<file path="src/rtl/strip_conv_scheduler.sv">
// Purpose: sequences one frame: reset strip units, launch them, wait for done, then drain each strip BRAM in order.
// Latency: out_valid follows each strip_addr by READ_LATENCY cycles; frame_done lands in the cycle of the last word.
// Backpressure: none; the consumer takes every out_valid word. Define STRIP_PARALLEL_EN to run all four units at once.
module strip_conv_scheduler #(
    parameter int STRIP_WORDS  = 6216,
    parameter int READ_LATENCY = 2
) (
    input  logic        clk,
    input  logic        reset,
    input  logic        frame_start,
    input  logic        kernel_read_complete,
    input  logic [3:0]  unit_done,
    input  logic [91:0] strip_dout,
    output logic        unit_reset,
    output logic [3:0]  unit_start,
    output logic [12:0] strip_addr,
    output logic        out_valid,
    output logic [22:0] out_data,
    output logic [1:0]  out_strip,
    output logic        busy,
    output logic        frame_done
);

    typedef enum logic [2:0] {
        S_IDLE, S_CLR, S_LAUNCH, S_WAIT_DONE, S_DRAIN, S_FLUSH, S_FINISH
    } state_t;

    localparam logic [12:0] LAST_ADDR    = 13'(STRIP_WORDS - 1);
    // FLUSH + FINISH cover the in-flight reads so frame_done coincides with the last word.
    localparam int          FLUSH_CYCLES = (READ_LATENCY > 2) ? READ_LATENCY - 1 : 1;
    localparam logic [7:0]  FLUSH_LAST   = 8'(FLUSH_CYCLES - 1);

    state_t      state_q, state_d;
    logic [12:0] addr_q, addr_d;
    logic [1:0]  strip_q, strip_d;
    logic [7:0]  flush_q, flush_d;
    logic        vld_pipe_q   [READ_LATENCY];
    logic        vld_pipe_d   [READ_LATENCY];
    logic [1:0]  strip_pipe_q [READ_LATENCY];
    logic [1:0]  strip_pipe_d [READ_LATENCY];
    logic [1:0]  sel_strip;
    logic [22:0] sel_slice;
`ifndef STRIP_PARALLEL_EN
    logic [1:0]  k_q, k_d;
`endif

    // State register; reset wins over any request in the same cycle.
    always_ff @(posedge clk) begin
        if (reset) state_q <= S_IDLE;
        else       state_q <= state_d;
    end

    // Datapath registers; reset also empties the read pipeline.
    always_ff @(posedge clk) begin
        if (reset) begin
            addr_q  <= '0;
            strip_q <= '0;
            flush_q <= '0;
            for (int i = 0; i < READ_LATENCY; i++) begin
                vld_pipe_q[i]   <= 1'b0;
                strip_pipe_q[i] <= 2'd0;
            end
`ifndef STRIP_PARALLEL_EN
            k_q <= '0;
`endif
        end else begin
            addr_q  <= addr_d;
            strip_q <= strip_d;
            flush_q <= flush_d;
            for (int i = 0; i < READ_LATENCY; i++) begin
                vld_pipe_q[i]   <= vld_pipe_d[i];
                strip_pipe_q[i] <= strip_pipe_d[i];
            end
`ifndef STRIP_PARALLEL_EN
            k_q <= k_d;
`endif
        end
    end

    // Next-state logic.
    always_comb begin
        state_d = state_q;
        case (state_q)
            S_IDLE:      if (frame_start && kernel_read_complete) state_d = S_CLR;
            S_CLR:       state_d = S_LAUNCH;
            S_LAUNCH:    state_d = S_WAIT_DONE;
            S_WAIT_DONE: begin
`ifdef STRIP_PARALLEL_EN
                if (unit_done == 4'b1111) state_d = S_DRAIN;
`else
                if (unit_done[k_q]) state_d = (k_q == 2'd3) ? S_DRAIN : S_LAUNCH;
`endif
            end
            S_DRAIN:     if (addr_q == LAST_ADDR && strip_q == 2'd3) state_d = S_FLUSH;
            S_FLUSH:     if (flush_q == FLUSH_LAST) state_d = S_FINISH;
            S_FINISH:    state_d = S_IDLE;
            default:     state_d = S_IDLE;
        endcase
    end

    // Address/strip counters, flush timer, unit index and read-pipeline shift.
    always_comb begin
        addr_d  = 13'd0;
        strip_d = 2'd0;
        flush_d = 8'd0;
        if (state_q == S_DRAIN) begin
            if (addr_q == LAST_ADDR) begin
                addr_d  = 13'd0;
                strip_d = strip_q + 2'd1;
            end else begin
                addr_d  = addr_q + 13'd1;
                strip_d = strip_q;
            end
        end
        if (state_q == S_FLUSH) flush_d = flush_q + 8'd1;
`ifndef STRIP_PARALLEL_EN
        k_d = k_q;
        if (state_q == S_CLR)
            k_d = 2'd0;
        else if (state_q == S_WAIT_DONE && unit_done[k_q] && k_q != 2'd3)
            k_d = k_q + 2'd1;
`endif
        vld_pipe_d[0]   = (state_q == S_DRAIN);
        strip_pipe_d[0] = strip_q;
        for (int i = 1; i < READ_LATENCY; i++) begin
            vld_pipe_d[i]   = vld_pipe_q[i-1];
            strip_pipe_d[i] = strip_pipe_q[i-1];
        end
    end

    // Outputs decoded from state and the tail of the read pipeline.
    always_comb begin
        unit_reset = (state_q == S_CLR);
        unit_start = 4'b0000;
        if (state_q == S_LAUNCH) begin
`ifdef STRIP_PARALLEL_EN
            unit_start = 4'b1111;
`else
            unit_start = 4'b0001 << k_q;
`endif
        end
        strip_addr = (state_q == S_DRAIN) ? addr_q : 13'd0;
        busy       = (state_q != S_IDLE);
        frame_done = (state_q == S_FINISH);
        out_valid  = vld_pipe_q[READ_LATENCY-1];
        sel_strip  = strip_pipe_q[READ_LATENCY-1];
        case (sel_strip)
            2'd0:    sel_slice = strip_dout[22:0];
            2'd1:    sel_slice = strip_dout[45:23];
            2'd2:    sel_slice = strip_dout[68:46];
            default: sel_slice = strip_dout[91:69];
        endcase
        out_strip = out_valid ? sel_strip : 2'd0;
        out_data  = out_valid ? sel_slice : 23'd0;
    end

endmodule

</file>
<file path="config.mk">
export PLATFORM = sky130hd
export DESIGN_NAME = strip_conv_scheduler
export DESIGN_NICKNAME = d
export VERILOG_FILES = /design/src/rtl/strip_conv_scheduler.sv
export SDC_FILE = /design/constraint.sdc
export NUM_CORES = 1
export LEC_CHECK = 0
export CAP_MARGIN = 5
export CORE_ASPECT_RATIO = 1.2
export CORE_MARGIN = 2
export CORE_UTILIZATION = 40
export DETAILED_ROUTE_END_ITERATION = 7
export PLACE_DENSITY = 0.92
export SLEW_MARGIN = 20
export SYNTH_ARGS = -nofsm -noshare
export SYNTH_HDL_FRONTEND = slang
export SYNTH_SLANG_ARGS = --single-unit
</file>
<file path="constraint.sdc">
create_clock -name clk -period 3.3 [get_ports clk]
set_input_delay 0.99 -clock clk [delete_from_list [all_inputs] [get_ports clk]]
set_output_delay 0.99 -clock clk [all_outputs]
set_load 0.005 [all_outputs]
</file>
==> results of run 1 <==
==> synth_stat cells <==
master	count	area [µm²]
nor4_4	1	21.3
and4_1	1	8.76
buf_2	4	20.0
inv_1	9	33.8
a311o_1	1	10.0
nor3_1	5	25.0
nor4_1	1	6.26
o21a_1	1	7.51
dfxtp_1	34	681
or2_2	1	6.26
a32oi_1	1	8.76
mux4_2	24	541
ha_1	8	100
xor2_1	12	105
and2_1	41	257
xnor2_1	7	61.3
nand4bb_1	1	11.3
nand2_1	5	18.8
nand4_1	6	37.5
buf_4	3	22.5
mux2i_1	2	20.0
a211oi_1	1	7.51
buf_6	2	22.5
a21o_2	1	8.76
nand3_4	1	17.5
nor2_1	30	113
nor2b_1	5	31.3
and3_2	1	7.51
a2111oi_4	1	27.5
and2_2	1	7.51
and3_1	6	37.5
clkbuf_1	6	22.5
and4bb_2	1	12.5
o21ai_0	1	5.00
nand2b_1	2	12.5
nor4b_1	1	8.76
nand3_1	10	50.1
and4b_2	1	11.3
==> path summary, 6_finish.rpt <==
path                                    startpoint  slack, ns  cells past startpoint                 end
worst max-delay path                strip_dout[82]      -0.02                      4        out_data[13]
worst min-delay path            strip_pipe_q[0][0]       0.44                      1  strip_pipe_q[0][2]
worst max register to register          flush_q[0]       1.64                      6          state_q[0]
worst min register to register  strip_pipe_q[0][0]       0.44                      1  strip_pipe_q[0][2]
==> per-stage QoR <==
step	area, µm²	hold slack [ns]	cells	utilization [%]
finish	4020	0.440	459	70.0
floorplan	2400	0.414	239	-
detailed placement	3900	0.427	452	68.0
global placement	3900	0.419	452	68.0
global route	4020	0.470	459	70.0
CTS	3980	0.442	459	69.3
==> cell type report <==
class	instances	area share [%]
Sequential cell	34	16.9
Tap cell	80	2.49
Clock inverter	1	0.747
Timing Repair Buffer	148	36.7
Inverter	9	0.840
Multi-Input combinational cell	181	40.2
Clock buffer	6	2.05
==> routing by layer <==
metal	vias to the layer above	part of all wire [%]	track usage, %
li1	1121	-	-
met1	1107	36	25.2
met2	112	51	42.6
met3	12	11	9.47
met4	0	1.9	6.33
met5	-	0	0
==> kinds of logic (layout without fill, tap and decap cells) <==
kind of cell / count (synthesis) / after routing / synth area share (%)
and+or+nand+nor: 121 / 121 / 29.1
DFF: 34 / 34 / 28.3
muxes: 26 / 26 / 23.3
buffers and inverters: 24 / 164 / 5.05
xor gates and xnor gates: 19 / 19 / 6.92
adders and majority gates: 8 / 8 / 4.16
AOI/OAI and AO/OA: 7 / 7 / 3.12
==> state kept, by name, indices dropped and copies added, names as in the netlist <==
name,count
addr_q,13
flush_q,8
strip_pipe_q,4
state_q,3
k_q,2
strip_q,2
vld_pipe_q,2
==> power by group through the flow <==
stage,combinational [mW],clock [mW],sequential (mW)
floorplan,0.0412,0,0.424
global placement,0.165,0,0.427
detailed placement,0.169,0,0.427
CTS,0.168,0.391,0.418
global route,0.176,0.409,0.418
finish,0.166,0.385,0.418
==> timing repair <==
item                                   in CTS  in global routing
endpoints found under the hold margin       0                  0
resized for setup                          31                 21
setup endpoints to repair                  23                 16
==> flow_metrics.py, run 1 <==
metrics = {
    "run_status": {
        "outcome": "complete, but fails checks",
        "violations": "setup timing",
    },
    "job": {
        "cap_viol_max_count": 0,
    },
    "logic_synthesis": {
        "syn_avg_cell_area_um2": 10.1,
        "ys_ff_latch": 34,
        "syn-num-nets": 347,
        "synth_cell_types": 38,
        "synth-warning-count": 0,
        "synth.cell_area_um2": 2400,
        "netlist_instances": 239,
        "ys_seq_area_share_pct": 28.3,
    },
    "pwr": {
        "p_leak_nw": 1.54,
        "swShare_pct": 19.2,
        "p_switching_uw": 186,
        "peakVddDrop_mv": 0.246,
        "clkPwrFrac_pct": 39.7,
        "p_seq_share_pct": 43.1,
        "combPwrFrac_pct": 17.2,
        "powerDensity_nw_per_um2": 241,
        "p_int_uw": 783,
        "totalPowerFinal_uw": 969,
    },
    "drt": {
        "drtPass1Iterations": 4,
        "drt_iter0_markers": 52,
        "dr_total_vias": 2352,
        "wl_per_cell_um": 17.6,
        "ant_nets": 0,
        "drt-total-wl_um": 8100,
        "drcViolationCount": 0,
        "vias_per_cell": 5.12,
    },
    "grt": {
        "grt_util_all_layers_pct": 23.5,
        "grt_pass1_vias": 2235,
        "grt_pass1_wl_um": 11500,
        "antenna_found_initial": 0,
        "grt-ovfl-total": 0,
        "grt_max_degree": 27,
    },
    "worst_setup_path": {
        "worst-path-buf-inv": 2,
        "path_delay_family": "buffers and inverters",
        "crit_required_ns": 2.31,
        "cp.arrival_ns": 2.33,
        "start_kind": "input pin",
        "cp_slowest_cell": "mux4_2",
        "path_cells": "clkdlybuf4s50_1 > mux4_2 > and2_4 > dlygate4sd2_1",
        "critical_path_class": "in -> out",
        "critPathMaxStageDelay_ns": 0.49,
        "critPathCaptureType": "output port",
        "worstPathMaxFanout": 1,
    },
    "clocking": {
        "cts_max_level": 2,
        "hold_buffers": 0,
        "clk_pin_slew_worst_paths_ns": 0.07,
        "clk_latency_ns": 0.28,
        "cts_tree": "yes",
        "clk_path_buf_depth": 2,
        "cts_buffers": 5,
        "cts_sinks": 34,
        "cts_setup_buffers": 0,
        "root_buffer": "clkbuf_8",
    },
    "sta": {
        "setup-violations-final": 1,
        "setup_ws_ns": -0.0174,
        "rsz0062_at_grt": "true",
        "finalCritPeriodShare_pct": 101,
        "fmax_mhz": 301,
        "slew_headroom_pct": 52.8,
        "tightest_slew_ns": 0.707,
        "slew_viol_final": 0,
        "hold_viol_final": 0,
        "tns_ns": -0.0174,
        "clock_skew_ns": 0.00660,
        "period_needed_ns": 3.32,
    },
    "floorplanning": {
        "die-height_um": 88.9,
        "ios": 146,
        "core_um2": 5740,
        "rows": 30,
        "die-area_um2": 6650,
        "start_util_pct": 41.9,
        "die_width_um": 74.8,
    },
    "layout": {
        "multiInputGateArea_um2": 1620,
        "layout_common_cells": "clkdlybuf4s50_1, and2_1, dfxtp_1, nor2_1, mux4_2",
        "diodes": 0,
        "layout_commonest_cell": "clkdlybuf4s50_1",
        "synthToLayoutAreaGrowth_pct": 67.2,
        "drive_gt1_share_pct": 12.9,
        "seqCellArea_um2": 681,
        "fillers": 426,
        "nets": 487,
    },
    "place": {
        "place_hpwl_um": 6760,
        "placement.io_buffers": 145,
        "gp_congestion": 0.842,
        "dp_slack_ns": -0.212,
    },
    "min_path": {
        "hold_class": "reg -> reg",
    },
}
No activity file was read; power rests on OpenSTA's default activity.
==> run 2: changes to the inputs <==
- CORE_ASPECT_RATIO: 1.2 -> 0.5
- TNS_END_PERCENT: not set -> 1
==> run 2 against run 1 <==
Compared with the run above: the run now ends clean; clock power increased by 37%; maximum frequency increased by 1.1%; first-iteration DRC count increased to 2.9 times the previous value; worst hold slack got worse by 0.0053 ns; non-clock buffer count increased by 1; sequential share of layout area decreased by 0.25 points; sequential cell count unchanged; critical path type unchanged; highest routed layer unchanged.
==> flow_metrics.py, run 2 (same netlist as run 1, synthesis figures left out) <==
metrics = {
    "run_status": {
        "outcome": "complete, no violations",
    },
    "layout": {
        "diodes": 0,
        "fillers": 392,
        "drive_gt1_share_pct": 14.2,
        "largest_register_ff_count": 13,
        "layout_commonest_cell": "clkdlybuf4s50_1",
        "layout_common_cells": "clkdlybuf4s50_1, dfxtp_1, and2_1, nor2_1, mux4_2",
        "nets": 488,
        "seqCellArea_um2": 681,
        "top_register": "addr_q",
        "reg.largest.list": "addr_q: 13 flops, flush_q: 8 flops, strip_pipe_q: 4 flops",
        "synthToLayoutAreaGrowth_pct": 69.7,
        "multiInputGateArea_um2": 1630,
    },
    "sta": {
        "slew_headroom_pct": 47.9,
        "setup_ws_ns": 0.0176,
        "whs_ns": 0.435,
        "clock_skew_ns": 0.00201,
        "tns_ns": 0,
        "fmax_mhz": 305,
        "period_needed_ns": 3.28,
        "hold_viol_final": 0,
        "slew_viol_final": 0,
        "tightest_slew_ns": 0.780,
        "setup-violations-final": 0,
        "finalCritPeriodShare_pct": 99.5,
    },
    "clocking": {
        "cts_setup_buffers": 0,
        "cts_max_level": 2,
        "hold_buffers": 0,
        "cts_sinks": 34,
        "cts_tree": "yes",
        "cts_buffers": 5,
        "clk_latency_ns": 0.28,
        "clk_pin_slew_worst_paths_ns": 0.05,
        "root_buffer": "clkbuf_16",
        "clk_path_buf_depth": 2,
    },
    "worst_setup_path": {
        "critPathCaptureType": "output port",
        "rr_worst_depth": 6,
        "timing.rr.end": "state_q[0]",
        "path_cells": "clkdlybuf4s50_1 > mux4_2 > and2_4 > dlygate4sd2_1",
        "start_kind": "input pin",
        "rrSetupSlack_ns": 1.57,
        "cp.arrival_ns": 2.29,
        "crit_required_ns": 2.31,
        "worstPathMaxFanout": 1,
        "critPathMaxStageDelay_ns": 0.47,
        "cp_slowest_cell": "mux4_2",
        "r2r_start": "flush_q[0]",
        "critical_path_class": "in -> out",
    },
    "drt": {
        "drtPass1Iterations": 4,
        "dr_total_vias": 2393,
        "drt_iter0_markers": 149,
        "met1Wirelength_um": 3000,
        "top_layer_used": "met4",
        "ant_nets": 0,
        "drcViolationCount": 0,
        "vias_per_cell": 5.27,
        "wl_per_cell_um": 17.3,
        "drt-total-wl_um": 7870,
        "wl_met2_um": 4290,
        "dr_wl_met3_um": 395,
    },
    "floorplanning": {
        "die-area_um2": 6690,
        "die_width_um": 114,
        "start_util_pct": 42.7,
        "rows": 19,
        "ios": 146,
        "die-height_um": 58.8,
        "core_um2": 5630,
    },
    "place": {
        "place_hpwl_um": 6210,
        "gp_congestion": 0.834,
        "placement.io_buffers": 145,
        "dp_slack_ns": -0.248,
    },
    "job": {
        "cap_viol_max_count": 0,
    },
    "grt": {
        "grt_max_degree": 27,
        "grt_pass1_vias": 2454,
        "grt_util_all_layers_pct": 23.1,
        "grt-ovfl-total": 0,
        "antenna_found_initial": 0,
        "grt_pass1_wl_um": 12000,
    },
    "pwr": {
        "p_leak_nw": 1.59,
        "powerDensity_nw_per_um2": 273,
        "totalPowerFinal_mw": 1.12,
        "peakVddDrop_mv": 0.260,
    },
    "min_path": {
        "min_from": "vld_pipe_q[0][0]",
        "whs_path_depth": 1,
        "hold_class": "reg -> reg",
        "min_to": "vld_pipe_q[0][1]",
    },
}
[run 2: cell types whose count changed in the layout (fill, tap and decap cells not counted), sizes merged]
cell / before / now
clkdlybuf4s15: 13 / 8
dlygate4sd2: 16 / 19
clkdlybuf4s50: 112 / 114
clkinvlp: 0 / 2
buf: 3 / 4
clkbuf: 6 / 5
[run 2: power breakdown]
part           internal (mW)  total (mW)  switching [mW]
logic                  0.131       0.169          0.0374
clock network          0.355       0.528           0.173
registers              0.413       0.419         0.00576
total                  0.899        1.12           0.216
[run 2: critical path, delay by kind of cell]
family	cells	cell delay, ns
simple gates	1	0.18
buf+inv	2	0.66
mux	1	0.47
[run 2: worst max-delay path by stage]
stage,startpoint,end,depth (start not counted)
floorplan,strip_dout[69],out_data[0],2
global placement,strip_dout[22],out_data[22],4
detailed placement,strip_dout[22],out_data[22],4
CTS,strip_dout[44],out_data[21],4
global route,strip_dout[66],out_data[20],4
finish,strip_dout[77],out_data[8],4
[run 2: repair_timing]
action	in CTS	in global routing
resized for setup	33	15
endpoints found under the setup margin	23	12
pin swaps	0	0
cloned	0	0
[run 2: per-layer routing]
| metal | vias to the layer above | track usage, % |
|---|---|---|
| li1 | 1124 | - |
| met1 | 1158 | 25.3 |
| met2 | 92 | 45.8 |
| met3 | 19 | 3.81 |
| met4 | 0 | 9.23 |
| met5 | - | 0 |
[run 2: area by class of cell]
| cell class | instances | area share [%] |
|---|---|---|
| Multi-Input combinational cell | 181 | 39.8 |
| Inverter | 9 | 0.828 |
| Clock inverter | 3 | 1.10 |
| Sequential cell | 34 | 16.7 |
| Tap cell | 73 | 2.24 |
| Timing Repair Buffer | 149 | 36.3 |
| Clock buffer | 5 | 3.07 |
[run 2: stage by stage]
step	instances	cell area, µm²	util [%]
detailed placement	446	3900	69.3
CTS	454	4050	71.9
finish	454	4080	72.4
floorplan	239	2400	-
global placement	446	3900	69.3
global route	454	4080	72.4
==> RTL change 1 (config.mk and constraints of run 2) <==
Take the reset off `addr_q` and `flush_q` and load them in a clocked block of their own.
--- a/src/rtl/strip_conv_scheduler.sv
+++ b/src/rtl/strip_conv_scheduler.sv
@@ -55,5 +55,3 @@
         if (reset) begin
-            addr_q  <= '0;
             strip_q <= '0;
-            flush_q <= '0;
             for (int i = 0; i < READ_LATENCY; i++) begin
@@ -66,5 +64,3 @@
         end else begin
-            addr_q  <= addr_d;
             strip_q <= strip_d;
-            flush_q <= flush_d;
             for (int i = 0; i < READ_LATENCY; i++) begin
@@ -77,2 +73,7 @@
         end
+    end
+
+    always_ff @(posedge clk) begin
+        addr_q  <= addr_d;
+        flush_q <= flush_d;
     end
Function: same outputs for any inputs over 10 cycles, from zero or initial values and one cycle with reset high; that may be too few to reach the edited logic, so the function may still have changed.
==> RTL change 1 against run 2 <==
Register-to-register slack worse by 0.47 ns. Highest routed layer unchanged. Critical path depth stayed put. First-iteration DRC count down 23%. Routed wire length shrank 2.1%. Area after synthesis down 0.31%. Sequential cell count is the same. Synthesized cell count increased by 3.3%. Cell area grew 0.83%. Critical path type unchanged. Setup slack better by 0.0034 ns.
Power is not compared: it rests on default switching activity, and its combinational part moved more than twofold at a synthesized area within 25%.
==> RTL change 1: results (changes against run 2) <==
| Metric | Value |
|---|---|
| Share of layout cells above drive strength 1 | `10.6% (was 14.2%)` |
| NumNets Final | `495 (was 488)` |
| Syn nets | `355 (was 347)` |
| Cell variety after synth | `40 (was 38)` |
| Clk pwr share | `42.0%` |
| Wirelength per Cell | `16.7 um (was 17.3 um)` |
| Met2 Use GR | `43.8% (was 45.8%)` |
| Synth Area in XOR/XNOR | `5.85% (was 6.92%)` |
| R2R cell count | `4 (was 6)` |
| Finished Layout Cells | `461 (was 454)` |
| Placed cells | `453 (was 446)` |
| Synth top cells by count | `and2_1 (39), dfxtp_1 (34), nor2_1 (26), mux4_2 (24) (was and2_1 (41), dfxtp_1 (34), nor2_1 (30), mux4_2 (24), xor2_1 (12))` |
| Post-Syn Instances | `247 (was 239)` |
| Critical Path Sink | `out_data[9] (was out_data[8])` |
| Final GP Congestion | `0.871 (was 0.834)` |
| Initial DRC Count | `115 (was 149)` |
| RR Endpoint | `addr_q[11]$_SDFF_PP0_ (was state_q[0]$_SDFFE_PP0P_)` |
| Critical R2R Launch | `state_q[2]$_SDFFE_PP0P_ (was flush_q[0]$_SDFF_PP0_)` |
| Largest cells by area after synthesis | `dfxtp_1 (28%), mux4_2 (23%), and2_1 (10%), ha_1 (4.2%), nor2_1 (4.1%) (was dfxtp_1 (28%), mux4_2 (22%), and2_1 (11%), nor2_1 (4.7%), xor2_1 (4.4%))` |
| Reg-to-reg slack, setup | `1.10 ns (was 1.57 ns)` |
| Crit path launch | `strip_dout[55] (was strip_dout[77])` |
| DP Wirelength | `6160 um (was 6210 um)` |
| Synth Area in Adders | `4.18% (was 4.16%)` |
| Hold Path End | `strip_pipe_q[0][2]$_SDFF_PP0_ (was vld_pipe_q[0][1]$_SDFF_PP0_)` |
| Grt met1 use | `26.6% (was 25.3%)` |
| Post-synthesis sequential area ratio | `28.4% (was 28.3%)` |
| Placed Area | `0.00391 sq mm (was 0.00390 sq mm)` |
| First-pass GRT wire length | `12000 um (about the same)` |
| WL met1 | `3080 um (was 3000 um)` |
| Final Hold Slack | `0.442 ns (was 0.435 ns)` |
| Outcome | `completed (unchanged)` |
| Clk_skew | `0.00212 ns (was 0.00201 ns)` |
| Hold path start | `strip_pipe_q[0][0]$_SDFF_PP0_ (was vld_pipe_q[0][0]$_SDFF_PP0_)` |
| Via count | `2435 (was 2393)` |
| Post-synthesis mux area share | `23.9% (was 23.3%)` |
| GRT Total Usage | `23.1% (about the same)` |
| Seq pwr share | `33.0%` |
| Vias in the first global route | `2511 (was 2454)` |
RTL change 1: cell count changes after synthesis, moves of 3 or more:
| cell | change |
|---|---|
| o211ai_1 | +4 |
| clkbuf_1 | +4 |
| and3_1 | +3 |
| buf_4 | -3 |
| a21oi_1 | +4 |
| nand2_1 | +3 |
| nor2_1 | -4 |
RTL change 1: final cells by class:
cell class | instances | area (sq um)
sequential | 34 | 681
clock buffer | 6 | 139
tap | 73 | 91.3
timing repair buffer | 148 | 1480
inverter | 7 | 26.3
fill | 383 | 1520
clock inverter | 2 | 60.1
multi-input combinational | 191 | 1640
RTL change 1: stage by stage:
stage	setup slack, ns	power [mW]
2_1_floorplan	0.713	0.662
3_3_place_gp	-0.201	0.859
3_5_place_dp	-0.238	0.880
4_1_cts	-0.00187	1.50
5_1_grt	-0.00834	1.56
6_report	0.0209	1.50
RTL change 1: repair_timing:
action | CTS | global route
setup endpoints to repair | 23 | 13
buffers inserted | 0 | 0
gates resized for setup | 29 | 17
==> RTL change 2 (config.mk and constraints of run 2) <==
Made on the original files. The parameter `READ_LATENCY` goes from 2 to 4.
--- a/src/rtl/strip_conv_scheduler.sv
+++ b/src/rtl/strip_conv_scheduler.sv
@@ -5,3 +5,3 @@
     parameter int STRIP_WORDS  = 6216,
-    parameter int READ_LATENCY = 2
+    parameter int READ_LATENCY = 4
 ) (
Formal check against the unedited RTL: same outputs for any inputs over 10 cycles, from zero or initial values and one cycle with reset high; that may be too few to reach the edited logic, so the function may still have changed.
==> RTL change 2 against run 2 <==
Sequential share of layout area up 2.5 points. Non-clock buffer count unchanged. Area after synthesis up 3.4%. Critical endpoint is now out_data[20]. Sequential cell count up 6. Cell area up 2.6%. Highest routed layer unchanged. Largest power group unchanged. Routed wire length up 0.13%. Setup slack better by 0.0060 ns. Total power up 12%. Critical path type unchanged.
==> RTL change 2: results (changes against run 2) <==
| Metric | Value |
|---|---|
| Outcome | `completed (unchanged)` |
| Drt via density | `5.13 (was 5.27)` |
| Clk_skew | `0.00504 ns (was 0.00201 ns)` |
| Synth top cells by count | `dfxtp_1 (40), and2_1 (29), nor2_1 (29), mux4_2 (23), and3_1 (17) (was and2_1 (41), dfxtp_1 (34), nor2_1 (30), mux4_2 (24), xor2_1 (12))` |
| Largest cells by area after synthesis | `dfxtp_1 (32%), mux4_2 (21%), and2_1 (7.3%), nor2_1 (4.4%), and3_1 (4.3%) (was dfxtp_1 (28%), mux4_2 (22%), and2_1 (11%), nor2_1 (4.7%), xor2_1 (4.4%))` |
| Crit path max fanout | `1 (unchanged)` |
| Initial DRC Count | `201 (was 149)` |
| Synth warn | `0 (unchanged)` |
| Largest net degree at the start of global routing | `27 (unchanged)` |
| CTS Buf Count | `5 (unchanged)` |
| Routed WL | `7880 um (was 7870 um)` |
| Syn nets | `363 (was 347)` |
| Min-delay worst type | `reg -> reg (unchanged)` |
| CTS max path bufs | `2 (unchanged)` |
| CP arrival | `2.29 ns (about the same)` |
| Dpl ws | `-0.219 ns (was -0.248 ns)` |
| Clock Tree Root | `clkbuf_16 (unchanged)` |
| Critical R2R Launch | `addr_q[4]$_SDFF_PP0_ (was flush_q[0]$_SDFF_PP0_)` |
| IO buf count | `145 (unchanged)` |
| Crit path launch | `strip_dout[20] (was strip_dout[77])` |
| Worst-Margin Slew | `0.673 ns (was 0.780 ns)` |
| Vias in the first global route | `2393 (was 2454)` |
| Post-CTS sizing | `27 (was 33)` |
| Inserted Diodes | `0 (unchanged)` |
| Cell variety after synth | `33 (was 38)` |
| CTS H-tree depth | `2 (unchanged)` |
| Clk_lat worst skew | `0.28 ns (about the same)` |
| Sw Ratio | `19.4% (about the same)` |
| First-pass GRT wire length | `11700 um (was 12000 um)` |
| Fillcell total | `415 (was 392)` |
| Final GP Congestion | `0.869 (was 0.834)` |
| Share of layout cells above drive strength 1 | `10.1% (was 14.2%)` |
| Leakage | `1.63 nW (was 1.59 nW)` |
| GRT Total Usage | `22.4% (was 23.1%)` |
| DP Wirelength | `6250 um (was 6210 um)` |
| Regs by FF count | `addr_q: 13 flops, flush_q: 8 flops, strip_pipe_q: 8 flops (was addr_q: 13 flops, flush_q: 8 flops, strip_pipe_q: 4 flops)` |
| Initial antenna violation count | `0 (unchanged)` |
| Worst IR drop on VDD | `278 uV (was 260 uV)` |
| Clock slew at reported path FFs | `0.05 ns (about the same)` |
| Drt first pass iters | `4 (unchanged)` |
| NumNets Final | `503 (was 488)` |
| Async SR Flop Fraction | `0% (unchanged)` |
| Post-synthesis sequential area ratio | `32.2% (was 28.3%)` |
| Setup bufs post-CTS | `0 (unchanged)` |
| Hold path start | `strip_pipe_q[1][0]$_SDFF_PP0_ (was vld_pipe_q[0][0]$_SDFF_PP0_)` |
==> RTL change 2: layer usage <==
layer  part of all wire [%]  global-route usage (%)  vias to the layer above
li1                       -                       -                     1176
met1                     37                    22.7                     1183
met2                     53                    43.4                       95
met3                    7.0                    6.49                       27
met4                    3.7                    10.8                        0
met5                      0                       0                        -
==> RTL change 2: final timing paths <==
check | end | slack (ns) | cells past startpoint
worst min-delay path | strip_pipe_q[2][0]$_SDFF_PP0_ | 0.44 | 1
worst max-delay path | out_data[20] | 0.02 | 4
worst min register to register | strip_pipe_q[2][0]$_SDFF_PP0_ | 0.44 | 1
worst max register to register | addr_q[7]$_SDFF_PP0_ | 1.17 | 4
==> RTL change 2: per-stage QoR <==
| stage | cell area [sq um] | instances | TNS [ns] |
|---|---|---|---|
| after floorplan | 2490 | 255 | 0 |
| after global placement | 4020 | 476 | -3.11 |
| after detailed placement | 4020 | 476 | -3.79 |
| after CTS | 4170 | 484 | 0 |
| after global routing | 4190 | 484 | -0.0222 |
| final | 4190 | 484 | 0 |
==> RTL change 2: critical path, stage by stage <==
cell and delay (ns):
clkdlybuf4s50_1 0.41, mux4_2 0.46, and2_4 0.17, dlygate4sd2_1 0.25
==> RTL change 2: final cells by class <==
cell class	count	area, sq um	area share, %
clock buffers	6	139	3.32
well taps	88	110	2.63
repair buffers	149	1480	35.2
multi-input cells	193	1600	38.2
flip-flops and latches	40	801	19.1
inverters	6	22.5	0.538
clock inverters	2	38.8	0.926
==> RTL change 2: logic make-up (layout without fill, tap and decap cells) <==
logic type / count (synthesis) / in the layout / share of synthesized area (%)
AOI/OAI and AO/OA: 7 / 7 / 2.06
xor gates and xnor gates: 18 / 18 / 6.34
adders and majority gates: 8 / 8 / 4.03
buffers and inverters: 22 / 163 / 3.62
DFF: 40 / 40 / 32.2
muxes: 28 / 28 / 22.8
and+or+nand+nor: 132 / 132 / 28.9
==> RTL change 2: power by group through the flow <==
stage | combinational [mW] | clock, mW | sequential [mW]
floorplan | 0.0548 | 0 | 0.502
global placement | 0.192 | 0 | 0.503
detailed placement | 0.201 | 0 | 0.504
CTS | 0.202 | 0.570 | 0.493
global route | 0.213 | 0.592 | 0.494
finish | 0.202 | 0.560 | 0.493
